**config.mk**
```make
export PLATFORM = sky130hd
export DESIGN_NAME = fetch_queue
export DESIGN_NICKNAME = d
export VERILOG_FILES = /design/src/rtl/fetch_pkg.sv /design/src/rtl/fetch_queue_mem.sv /design/src/rtl/fetch_queue.sv
export SDC_FILE = /design/constraint.sdc
export NUM_CORES = 1
export LEC_CHECK = 0
export BUFFER_PORTS_ARGS = -buffer_cell sky130_fd_sc_hd__buf_2
export CAP_MARGIN = 20
export CORE_MARGIN = 2
export CORE_UTILIZATION = 41
export DETAILED_ROUTE_END_ITERATION = 8
export PLACE_DENSITY = 0.63
export SYNTH_ARGS = -nofsm -noshare
export SYNTH_HDL_FRONTEND = slang
export SYNTH_SLANG_ARGS = --single-unit
```
**constraint.sdc**
```tcl
create_clock -name clock -period 3.55 [get_ports clock]
set_clock_uncertainty 0.1 [all_clocks]
set_input_delay 0.8875 -clock clock [delete_from_list [all_inputs] [get_ports clock]]
set_output_delay 0.8875 -clock clock [all_outputs]
set_load 0.005 [all_outputs]
```
**src/rtl/fetch_pkg.sv**
```systemverilog
// Shared fetch-side types and constants, used by fetch_queue and the decode stage.
package fetch_pkg;

  localparam int INSTR_W           = 32;
  localparam int PC_W              = 32;
  localparam int FETCH_QUEUE_DEPTH = 4;

  typedef struct packed {
    logic [PC_W-1:0]    pc;
    logic [INSTR_W-1:0] instr;
  } fetch_entry_t;

endpackage

```
**src/rtl/fetch_queue_mem.sv**
```systemverilog
// Entry storage for fetch_queue: synchronous write, asynchronous read, cleared on reset.
module fetch_queue_mem
  import fetch_pkg::*;
#(
  parameter  int DEPTH = FETCH_QUEUE_DEPTH,
  localparam int PTR_W = $clog2(DEPTH)
) (
  input  logic             clock,
  input  logic             reset,
  input  logic             we_i,
  input  logic [PTR_W-1:0] waddr_i,
  input  fetch_entry_t     wdata_i,
  input  logic [PTR_W-1:0] raddr_i,
  output fetch_entry_t     rdata_o
);

  fetch_entry_t mem_q [DEPTH];

  // NOTE: the array is explicitly cleared on reset, which keeps it in flops
  // rather than a RAM macro; acceptable at this small depth.
  always_ff @(posedge clock or negedge reset) begin
    if (!reset) begin
      for (int i = 0; i < DEPTH; i++) mem_q[i] <= '0;
    end else if (we_i) begin
      mem_q[waddr_i] <= wdata_i;
    end
  end

  assign rdata_o = mem_q[raddr_i];

endmodule

```
**src/rtl/fetch_queue.sv**
```systemverilog
// Instruction fetch queue between fetch and decode, with flush on redirect.
// Optional FETCH_QUEUE_BYPASS_EN: empty-queue combinational pass-through.
module fetch_queue
  import fetch_pkg::*;
#(
  parameter  int DEPTH = FETCH_QUEUE_DEPTH,
  parameter  int CNT_W = $clog2(DEPTH) + 1,
  localparam int PTR_W = $clog2(DEPTH)
) (
  input  logic               clock,
  input  logic               reset,
  input  logic               in_valid,
  input  logic [PC_W-1:0]    in_pc,
  input  logic [INSTR_W-1:0] in_instr,
  output logic               in_ready,
  input  logic               flush,
  output logic               out_valid,
  output logic [PC_W-1:0]    out_pc,
  output logic [INSTR_W-1:0] out_instr,
  input  logic               out_ready,
  output logic [CNT_W-1:0]   count
);

  logic [PTR_W-1:0] rd_ptr_q, rd_ptr_d;
  logic [PTR_W-1:0] wr_ptr_q, wr_ptr_d;
  logic [CNT_W-1:0] count_q, count_d;
  logic             full, empty;
  logic             push, pop, bypass_take;
  fetch_entry_t     head_entry, out_entry;

  assign full     = (count_q == CNT_W'(DEPTH));
  assign empty    = (count_q == '0);
  assign in_ready = !full;
  assign count    = count_q;

  // NOTE: every always_comb output gets a default first so no path can
  // leave it unassigned and infer a latch.
  always_comb begin
    out_valid   = !empty;
    out_entry   = '0;
    bypass_take = 1'b0;
    if (!empty) out_entry = head_entry;
`ifdef FETCH_QUEUE_BYPASS_EN
    if (empty && !flush) begin
      out_valid   = in_valid;
      out_entry   = in_valid ? fetch_entry_t'{pc: in_pc, instr: in_instr} : '0;
      bypass_take = in_valid && out_ready;
    end
`endif
  end

  assign out_pc    = out_entry.pc;
  assign out_instr = out_entry.instr;

  // A bypassed pair is consumed straight from the inputs and never stored.
  assign push = in_valid && in_ready && !flush && !bypass_take;
  assign pop  = out_valid && out_ready && !flush && !empty;

  always_comb begin
    rd_ptr_d = rd_ptr_q;
    wr_ptr_d = wr_ptr_q;
    count_d  = count_q;
    if (flush) begin
      rd_ptr_d = '0;
      wr_ptr_d = '0;
      count_d  = '0;
    end else begin
      if (push) wr_ptr_d = wr_ptr_q + PTR_W'(1);
      if (pop)  rd_ptr_d = rd_ptr_q + PTR_W'(1);
      if (push && !pop)      count_d = count_q + CNT_W'(1);
      else if (pop && !push) count_d = count_q - CNT_W'(1);
    end
  end

  // NOTE: sequential state uses non-blocking assignments so every register
  // samples the pre-edge values of the others.
  always_ff @(posedge clock or negedge reset) begin
    if (!reset) begin
      rd_ptr_q <= '0;
      wr_ptr_q <= '0;
      count_q  <= '0;
    end else begin
      rd_ptr_q <= rd_ptr_d;
      wr_ptr_q <= wr_ptr_d;
      count_q  <= count_d;
    end
  end

  fetch_queue_mem #(.DEPTH(DEPTH)) u_mem (
    .clock   (clock),
    .reset   (reset),
    .we_i    (push),
    .waddr_i (wr_ptr_q),
    .wdata_i (fetch_entry_t'{pc: in_pc, instr: in_instr}),
    .raddr_i (rd_ptr_q),
    .rdata_o (head_entry)
  );

endmodule

```
==> flow_summary.json, run 1 <==
{
  "die_area_sq_um": 31200,
  "syn_to_final_growth_pct": 18.7,
  "grt_max_degree": 75,
  "crit_arrival_ns": 2.26,
  "status": "completed",
  "p_clk_frac": 0.243,
  "setup_viol": 0,
  "dieWidth_um": 177,
  "vias": 6811,
  "grt_util_all_layers": 0.170,
  "fp-row-count": 63,
  "diodes": 0,
  "rsz0062_at_grt": "no",
  "ys_ff_latch": 263,
  "wl_mm": 25.8,
  "wl_per_cell_um": 19.8,
  "fmax_ghz": 0.308,
  "switching_share": 0.284,
  "initial_utilization": 0.414,
  "drt_iter0_drc": 329,
  "slew_violations": 0,
  "ir_drop_mv": 0.414,
  "register_area_sq_um": 6590,
  "crit_fanout": 34,
  "min_path_type": "in2async",
  "drc": 0,
  "fillers": 2550,
  "fin_nets": 969,
  "synth_area_leaders": "dfrtp_1 54%, mux2_2 18%, mux4_2 12%",
  "crit_required_ns": 2.56,
  "cts.sinks": 263,
  "insertion_delay_ns": 0.53,
  "relSlewSlack": 0.606,
  "core_area_sq_um": 29500,
  "crit_type": "reg2out",
  "synth_area_sq_um": 12200,
  "cts_root_buf": "clkbuf_16",
  "critPathLaunchType": "register",
  "via_per_inst": 5.22,
  "finalSetupTns_ns": 0,
  "grt_remaining_overflow": 0,
  "die_h_um": 177,
  "detail-route-antenna-nets": 0,
  "cts_made_buffers": 29,
  "finalHoldViolations": 0,
  "ys_seq_area_frac": 0.539,
  "drive_above_1_share": 0.595,
  "syn_area_per_cell_sq_um": 16.3,
  "post-dp-hpwl_mm": 15.9,
  "cap_violations": 0,
  "synth_flop_cell": "dfrtp_1",
  "worstSetupEndpointType": "primary output",
  "synth_edf_count": 0,
  "synth_top_area_frac": 0.539,
  "multi_input_area_sq_um": 5340,
  "first_pass_iters": 4,
  "worstMarginPinSlew_ns": 0.591,
  "syn-num-nets": 824,
  "min_period_over_period": 0.914,
  "io_pins": 138,
  "gp_congestion": 0.701,
  "grt_pass1_vias": 7357,
  "cts_tree": "done",
  "final_cell_mix": "261 x dfrtp_1, 193 x mux2_2, 136 x buf_2, 64 x mux4_2, 64 x and2_1",
  "p_sw_mw": 3.64,
  "syn_inst": 750,
  "leakage_nw": 6.64,
  "antenna_found_initial": 3,
  "p_comb_frac": 0.367,
  "netlist.top_cell.by_area": "dfrtp_1",
  "port_buffers": 137,
  "synthArstFlopShare": 1.00,
  "h-tree-depth": 1,
  "p_per_area_nw_per_um2": 884,
  "yosysUniqueCellTypes": 36,
  "yosys_warnings": 0,
  "final_common_cell": "dfrtp_1",
  "whs_ns": 0.215,
  "clk_pin_slew_ns": 0.06,
  "grt_pass1_wl_mm": 41.8,
  "seqPwrFrac": 0.390,
  "p_int_mw": 9.16,
  "period_needed_ns": 3.25,
  "ctsLongestPathBuffers": 3
}
-- power groups by stage --
| stage | logic [mW] | clock network (mW) | registers, mW |
|---|---|---|---|
| final | 4.70 | 3.11 | 4.99 |
| after global routing | 5.16 | 3.32 | 5.15 |
| after CTS | 4.72 | 3.20 | 5.03 |
| after detailed placement | 4.68 | 0 | 5.07 |
| after global placement | 4.60 | 0 | 5.02 |
| after floorplan | 3.44 | 0 | 4.72 |
-- worst max-delay path, cell delays in order (launching register included) --
cell,delay (ns)
dfrtp_1,0.49
or3_4,0.62
buf_4,0.31
and2_1,0.17
buf_2,0.12
-- sequential cells by signal, summed over array words and instances, names as in the netlist --
register / count
wr_ptr_q: 2
count: 3
u_mem.mem_q: 256
rd_ptr_q: 2
-- layout make-up --
cell class | instances | share of cell area
Timing Repair Buffer | 166 | 0.0725
Clock buffer | 35 | 0.0558
Sequential cell | 263 | 0.455
Inverter | 7 | 0.00181
Clock inverter | 16 | 0.0129
Tap cell | 390 | 0.0337
Multi-Input combinational cell | 428 | 0.369
-- through the flow --
stage	power (mW)	cell area (sq um)	setup WS, ns	std cells	util
floorplan	8.16	12200	0.904	750	-
global placement	9.62	13400	0.602	1247	0.456
detailed placement	9.74	13400	0.511	1247	0.456
CTS	12.9	14400	0.0793	1298	0.490
global route	13.6	14500	0.170	1305	0.491
finish	12.8	14500	0.305	1305	0.491
-- routing by layer --
layer / global-route usage / up-vias / share of wire
li1: - / 3036 / -
met1: 0.234 / 3601 / 0.46
met2: 0.281 / 124 / 0.48
met3: 0.0325 / 44 / 0.043
met4: 0.0355 / 6 / 0.019
met5: 0 / - / 0.00097
-- Yosys cell counts (all sizes together), types with 2 or more instances --
cell / count
a21oi: 2
nand3b: 2
xor2: 2
dfrtp: 263
mux4: 64
mux2: 257
mux2i: 2
buf: 40
nor2: 8
nand3: 6
o31ai: 2
and2: 64
o21ai: 2
ha: 4
inv: 7
clkbuf: 12
-- worst paths after layout --
check / startpoint / to / slack (ns) / cells past startpoint
max: count[1] / out_instr[15] / 0.30 / 4
min: reset / u_mem.mem_q[142] / 0.22 / 1
max reg2reg: count[2] / count[2] / 1.11 / 8
min reg2reg: u_mem.mem_q[63] / u_mem.mem_q[63] / 0.39 / 1
max in group asynchronous: reset / u_mem.mem_q[209] / 2.30 / 2
min in group clock: u_mem.mem_q[63] / u_mem.mem_q[63] / 0.39 / 1
-- what timing repair did --
action,in CTS,in global routing
hold buffers,0,0
setup buffers,0,7
gates cloned,0,0
resized for setup,1,0
setup endpoints to repair,32,1
endpoints found under the hold margin,0,0
-- cells by family (layout without fill, tap and decap cells) --
logic type                 count (synthesis)  count (layout)  synth area share
DFF                                      263             263             0.539
and+or+nand+nor                           85              85            0.0442
xor gates and xnor gates                   2               2           0.00144
buffers and inverters                     59             224            0.0257
AOI/OAI and AO/OA                         13              13           0.00810
adders and majority gates                  5               5           0.00574
muxes                                    323             323             0.375
No activity file was read; power rests on OpenSTA's default activity.
==> run 2: changes to the inputs <==
SKIP_CTS_REPAIR_TIMING = 1   (was not set)
clock period = 3.86 ns   (was 3.55 ns; I/O delays follow)
==> run 2 against run 1 <==
Net effect: register-to-register slack better by 0.31 ns; clock power is 2% lower; final area is 0.17% higher; largest cell class unchanged; final cell count is 0.23% lower; total power is 7.0% lower; via count is 0.21% lower; global-route usage is 0.37 points higher; sequential power is 7.2% lower; critical path type unchanged; highest routed layer unchanged; combinational power is 10% lower; routed wire length is 1.1% higher; worst hold slack better by 0.11 ns.
==> flow_summary.json, run 2 (synthesis results as in run 1) <==
{
  "utilization": 0.492,
  "worstSetupEndpointType": "primary output",
  "fmax_ghz": 0.286,
  "min_path_type": "in2async",
  "p_comb_frac": 0.356,
  "period_needed_ns": 3.49,
  "core_area_sq_um": 29500,
  "die_area_sq_um": 31200,
  "grt_util_all_layers": 0.173,
  "antenna_found_initial": 2,
  "critPathLaunchType": "register",
  "crit_required_ns": 2.79,
  "wl_per_cell_um": 20.0,
  "io_pins": 138,
  "port_buffers": 137,
  "initial_utilization": 0.414,
  "fp-row-count": 63,
  "p_clk_frac": 0.255,
  "p_int_mw": 8.56,
  "gp_congestion": 0.697,
  "finalHoldViolations": 0,
  "drt_iter0_drc": 314,
  "worstMarginPinSlew_ns": 0.691,
  "grt_max_degree": 82,
  "h-tree-depth": 1,
  "rr_worst_depth": 8,
  "drive_above_1_share": 0.585,
  "ir_drop_mv": 0.512,
  "grt_pass1_vias": 7325,
  "top_register": "u_mem.mem_q",
  "design_area_sq_um": 14500,
  "cts.sinks": 263,
  "setup_viol": 0,
  "place_area_sq_um": 13400,
  "vias": 6797,
  "rsz0062_at_grt": "no",
  "min_period_over_period": 0.905,
  "largest_reg_flops": 256,
  "wl_mm": 26.1,
  "crit_type": "reg2out",
  "post-dp-hpwl_mm": 16.3,
  "p_per_area_nw_per_um2": 820,
  "fin_nets": 960,
  "finalSetupTns_ns": 0,
  "cts_tree": "done",
  "cts_root_buf": "clkbuf_16",
  "slew_violations": 0,
  "die_h_um": 177,
  "crit_arrival_ns": 2.43,
  "final_common_cell": "dfrtp_1",
  "drc": 0,
  "syn_to_final_growth_pct": 18.9,
  "grt_remaining_overflow": 0,
  "first_pass_iters": 4,
  "detail-route-antenna-nets": 0,
  "insertion_delay_ns": 0.54,
  "relSlewSlack": 0.539,
  "cts_made_buffers": 30,
  "ctsLongestPathBuffers": 3,
  "via_per_inst": 5.22,
  "status": "completed",
  "clk_pin_slew_ns": 0.06,
  "seqPwrFrac": 0.389,
  "cap_violations": 0,
  "crit_fanout": 28,
  "switching_share": 0.281,
  "p_sw_mw": 3.34,
  "leakage_nw": 6.62,
  "dieWidth_um": 177,
  "whs_ns": 0.322,
  "grt_pass1_wl_mm": 42.4,
  "final_cell_mix": "261 x dfrtp_1, 193 x mux2_2, 136 x buf_2, 64 x mux4_2, 64 x and2_1"
}
[run 2: cell types whose count changed in the layout (fill, tap and decap cells not counted), sizes merged]
cell	before	now
buf	166	156
bufinv	4	5
clkbuf	35	45
clkinv	10	5
diode	0	2
inv	8	7
[run 2: worst max-delay path, stage by stage, from the launching register on]
cell,delay [ns]
dfrtp_4,0.69
buf_12,0.32
mux4_2,0.55
and2_1,0.19
buf_2,0.13
[run 2: per-layer routing]
layer / track usage / routed length (um)
met3: 0.0327 / 1150
met2: 0.285 / 12500
met5: 0 / 11
met1: 0.240 / 11900
met4: 0.0372 / 487
[run 2: final timing paths]
check | slack, ns | startpoint | to
setup reg to reg | 1.42 | count[2] | count[2]
hold / removal | 0.32 | reset | u_mem.mem_q[77]
max in group asynchronous | 2.54 | reset | u_mem.mem_q[184]
min in group clock | 0.38 | u_mem.mem_q[63] | u_mem.mem_q[63]
hold reg to reg | 0.38 | u_mem.mem_q[63] | u_mem.mem_q[63]
setup / recovery | 0.37 | rd_ptr_q[0] | out_instr[23]
[run 2: metrics by stage]
| stage | total power [mW] | cells | setup slack [ns] |
|---|---|---|---|
| 2_1_floorplan | 7.50 | 750 | 1.14 |
| 3_3_place_gp | 8.87 | 1244 | 0.847 |
| 3_5_place_dp | 8.96 | 1244 | 0.835 |
| 4_1_cts | 12.1 | 1300 | 0.279 |
| 5_1_grt | 12.7 | 1301 | 0.195 |
| 6_report | 11.9 | 1302 | 0.367 |
[run 2: power by group through the flow]
| stage | clock [mW] | sequential [mW] | combinational, mW |
|---|---|---|---|
| floorplan | 0 | 4.34 | 3.16 |
| global placement | 0 | 4.65 | 4.22 |
| detailed placement | 0 | 4.68 | 4.29 |
| CTS | 3.11 | 4.64 | 4.31 |
| global route | 3.24 | 4.80 | 4.63 |
| finish | 3.04 | 4.63 | 4.23 |
[run 2: layout make-up]
class | count | area [sq um]
antenna | 2 | 5.00
clock buffer | 45 | 898
clock inverter | 11 | 183
fill | 2565 | 15000
inverter | 7 | 26.3
multi-input combinational | 428 | 5340
sequential | 263 | 6590
tap | 390 | 488
timing repair buffer | 156 | 988
==> run 3: changes to the inputs <==
SYNTH_HIERARCHICAL = 1   (was not set)
==> run 3 against run 2 <==
Net effect: setup slack got worse by 0.0056 ns; routed wire length fell by 5.3%; via count fell by 0.87%.
==> flow_summary.json, run 3 <==
{
  "clk_pin_slew_ns": 0.06,
  "diodes": 0,
  "yosysUniqueCellTypes": 40,
  "crit_required_ns": 2.79,
  "status": "completed",
  "slew_violations": 0,
  "fp-row-count": 63,
  "cts_root_buf": "clkbuf_16",
  "regToRegSetupSlack_ns": 1.09,
  "period_needed_ns": 3.50,
  "insertion_delay_ns": 0.53,
  "crit_type": "reg2out",
  "initial_utilization": 0.414,
  "die_area_sq_um": 31100,
  "min_path_type": "in2async",
  "cts_tree": "done",
  "worstMarginPinSlew_ns": 1.04,
  "crit_fanout": 23,
  "ys_ff_latch": 263,
  "muxShareOfSynthArea": 0.357,
  "wl_mm": 24.7,
  "switching_share": 0.265,
  "synth_top_family_by_area": "multiplexers",
  "min_period_over_period": 0.906,
  "syn_to_final_growth_pct": 15.8,
  "critPathLaunchType": "register",
  "place_ws_ns": 0.798,
  "relSlewSlack": 0.310,
  "seqPwrFrac": 0.435,
  "p_int_mw": 7.33,
  "synth-simple-area-share": 0.0466,
  "grt_util_all_layers": 0.164,
  "leakage_nw": 6.38,
  "synth.top_cells.by_count": "263 x dfrtp_1, 253 x mux2_2, 64 x and2_1, 64 x mux4_2, 25 x buf_6",
  "ir_drop_mv": 0.355,
  "setup_viol": 0,
  "wl_per_cell_um": 19.1,
  "crit_arrival_ns": 2.43,
  "p_clk_frac": 0.272,
  "finalHoldViolations": 0,
  "post-dp-hpwl_mm": 14.8,
  "ctsLongestPathBuffers": 3,
  "largest_reg_flops": 256,
  "grt_pass1_vias": 7385,
  "yosys_warnings": 6,
  "drt_iter0_drc": 215,
  "synth_flop_cell": "dfrtp_1",
  "synth_compound_area_frac": 0.00905,
  "postLayoutSetupSlackWorst_ns": 0.362,
  "ys_seq_area_frac": 0.541,
  "rsz0062_at_grt": "no",
  "cap_violations": 0,
  "core_area_sq_um": 29400,
  "syn_area_per_cell_sq_um": 16.2,
  "grt_remaining_overflow": 0,
  "synthAdderAreaFrac": 0.00165,
  "finalSetupTns_ns": 0,
  "first_pass_iters": 4,
  "yosysMostFrequentCell": "dfrtp_1",
  "cts_made_buffers": 29,
  "p_per_area_nw_per_um2": 708,
  "synth_edf_count": 0,
  "via_per_inst": 5.20,
  "gp_congestion": 0.718,
  "worstSetupEndpointType": "primary output",
  "syn_inst": 750,
  "dieWidth_um": 176,
  "syn-num-nets": 820,
  "p_sw_mw": 2.65,
  "synth_area_leaders": "dfrtp_1 54%, mux2_2 23%, mux4_2 12%",
  "drc": 0,
  "p_comb_frac": 0.293,
  "antenna_found_initial": 0,
  "netlist.top_cell.by_area": "dfrtp_1",
  "fmax_ghz": 0.286,
  "io_pins": 138,
  "grt_pass1_wl_mm": 40.5,
  "final_common_cell": "dfrtp_1",
  "synthArstFlopShare": 1.00,
  "die_h_um": 176,
  "rr_worst_depth": 6,
  "cts.sinks": 263,
  "port_buffers": 137,
  "h-tree-depth": 1,
  "fillers": 2548,
  "synth_top_area_frac": 0.541,
  "grt_max_degree": 65,
  "drive_above_1_share": 0.584,
  "fin_nets": 955,
  "final_cell_mix": "261 x dfrtp_1, 253 x mux2_2, 136 x buf_2, 64 x and2_1, 64 x mux4_2",
  "detail-route-antenna-nets": 0,
  "top_register": "u_mem/mem_q",
  "synth_xor_area_frac": 0.00288,
  "vias": 6738,
  "synth_area_sq_um": 12200
}
==> run 3: cell types whose count changed after synthesis, moves of 3 or more <==
cell      delta
buf_6       +18
clkbuf_8     +6
mux2_4      -60
inv_1        -4
nand2_1      +3
buf_1        -3
nor2b_1      +3
mux2_2      +60
clkbuf_1     -9
ha_1         -4
buf_4       +11
buf_2       -22
==> run 3: power by group through the flow <==
stage	Combinational (mW)	Clock, mW	Sequential (mW)
floorplan	2.26	0	4.16
global route	3.21	2.92	4.48
detailed placement	2.97	0	4.38
global placement	2.91	0	4.36
finish	2.92	2.72	4.34
CTS	2.99	2.80	4.34
==> run 3: stage by stage <==
step                cell area (sq um)  utilization  instances  power [mW]  hold WS (ns)
global placement                13100        0.447       1244        7.26         0.364
detailed placement              13100        0.447       1244        7.36         0.380
CTS                             14100        0.479       1296        10.1         0.272
finish                          14100        0.479       1296        9.98         0.275
floorplan                       12200            -        750        6.42         0.353
global route                    14100        0.479       1296        10.6         0.287
==> run 3: area by class of cell <==
class                           count  area (sq um)  share of cell area
Timing Repair Buffer              157           971              0.0689
Inverter                            2          7.51            0.000533
Clock buffer                       43           848              0.0602
Clock inverter                      9          98.8             0.00701
Multi-Input combinational cell    432          5090               0.361
Tap cell                          390           488              0.0346
Sequential cell                   263          6590               0.467
==> run 3: worst max-delay path, cell delays in order, from the launching register on <==
cell and delay, ns:
dfrtp_4 0.74, buf_12 0.27, mux4_2 0.53, and2_1 0.19
buf_2 0.14
==> run 3: kinds of logic (layout without fill, tap and decap cells) <==
group / after synthesis / after routing
AOI/OAI and AO/OA: 14 / 14
DFF: 263 / 263
xor gates and xnor gates: 4 / 4
and+or+nand+nor: 91 / 91
adders and majority gates: 1 / 1
buffers and inverters: 55 / 211
muxes: 322 / 322
==> run 3: routing by layer <==
layer	share of wire	routed length, um	GRT usage
met1	0.46	11300	0.228
met3	0.044	1100	0.0265
met5	0	0	0
met4	0.013	316	0.0300
met2	0.48	12000	0.274
==> run 3: final timing paths <==
check | to | startpoint
setup reg to reg | u_mem/mem_q[36] | count[2]
setup / recovery | out_pc[18] | rd_ptr_q[0]
hold / removal | u_mem/mem_q[141] | reset
max in group asynchronous | u_mem/mem_q[246] | reset
min in group clock | u_mem/mem_q[254] | u_mem/mem_q[254]
hold reg to reg | u_mem/mem_q[254] | u_mem/mem_q[254]
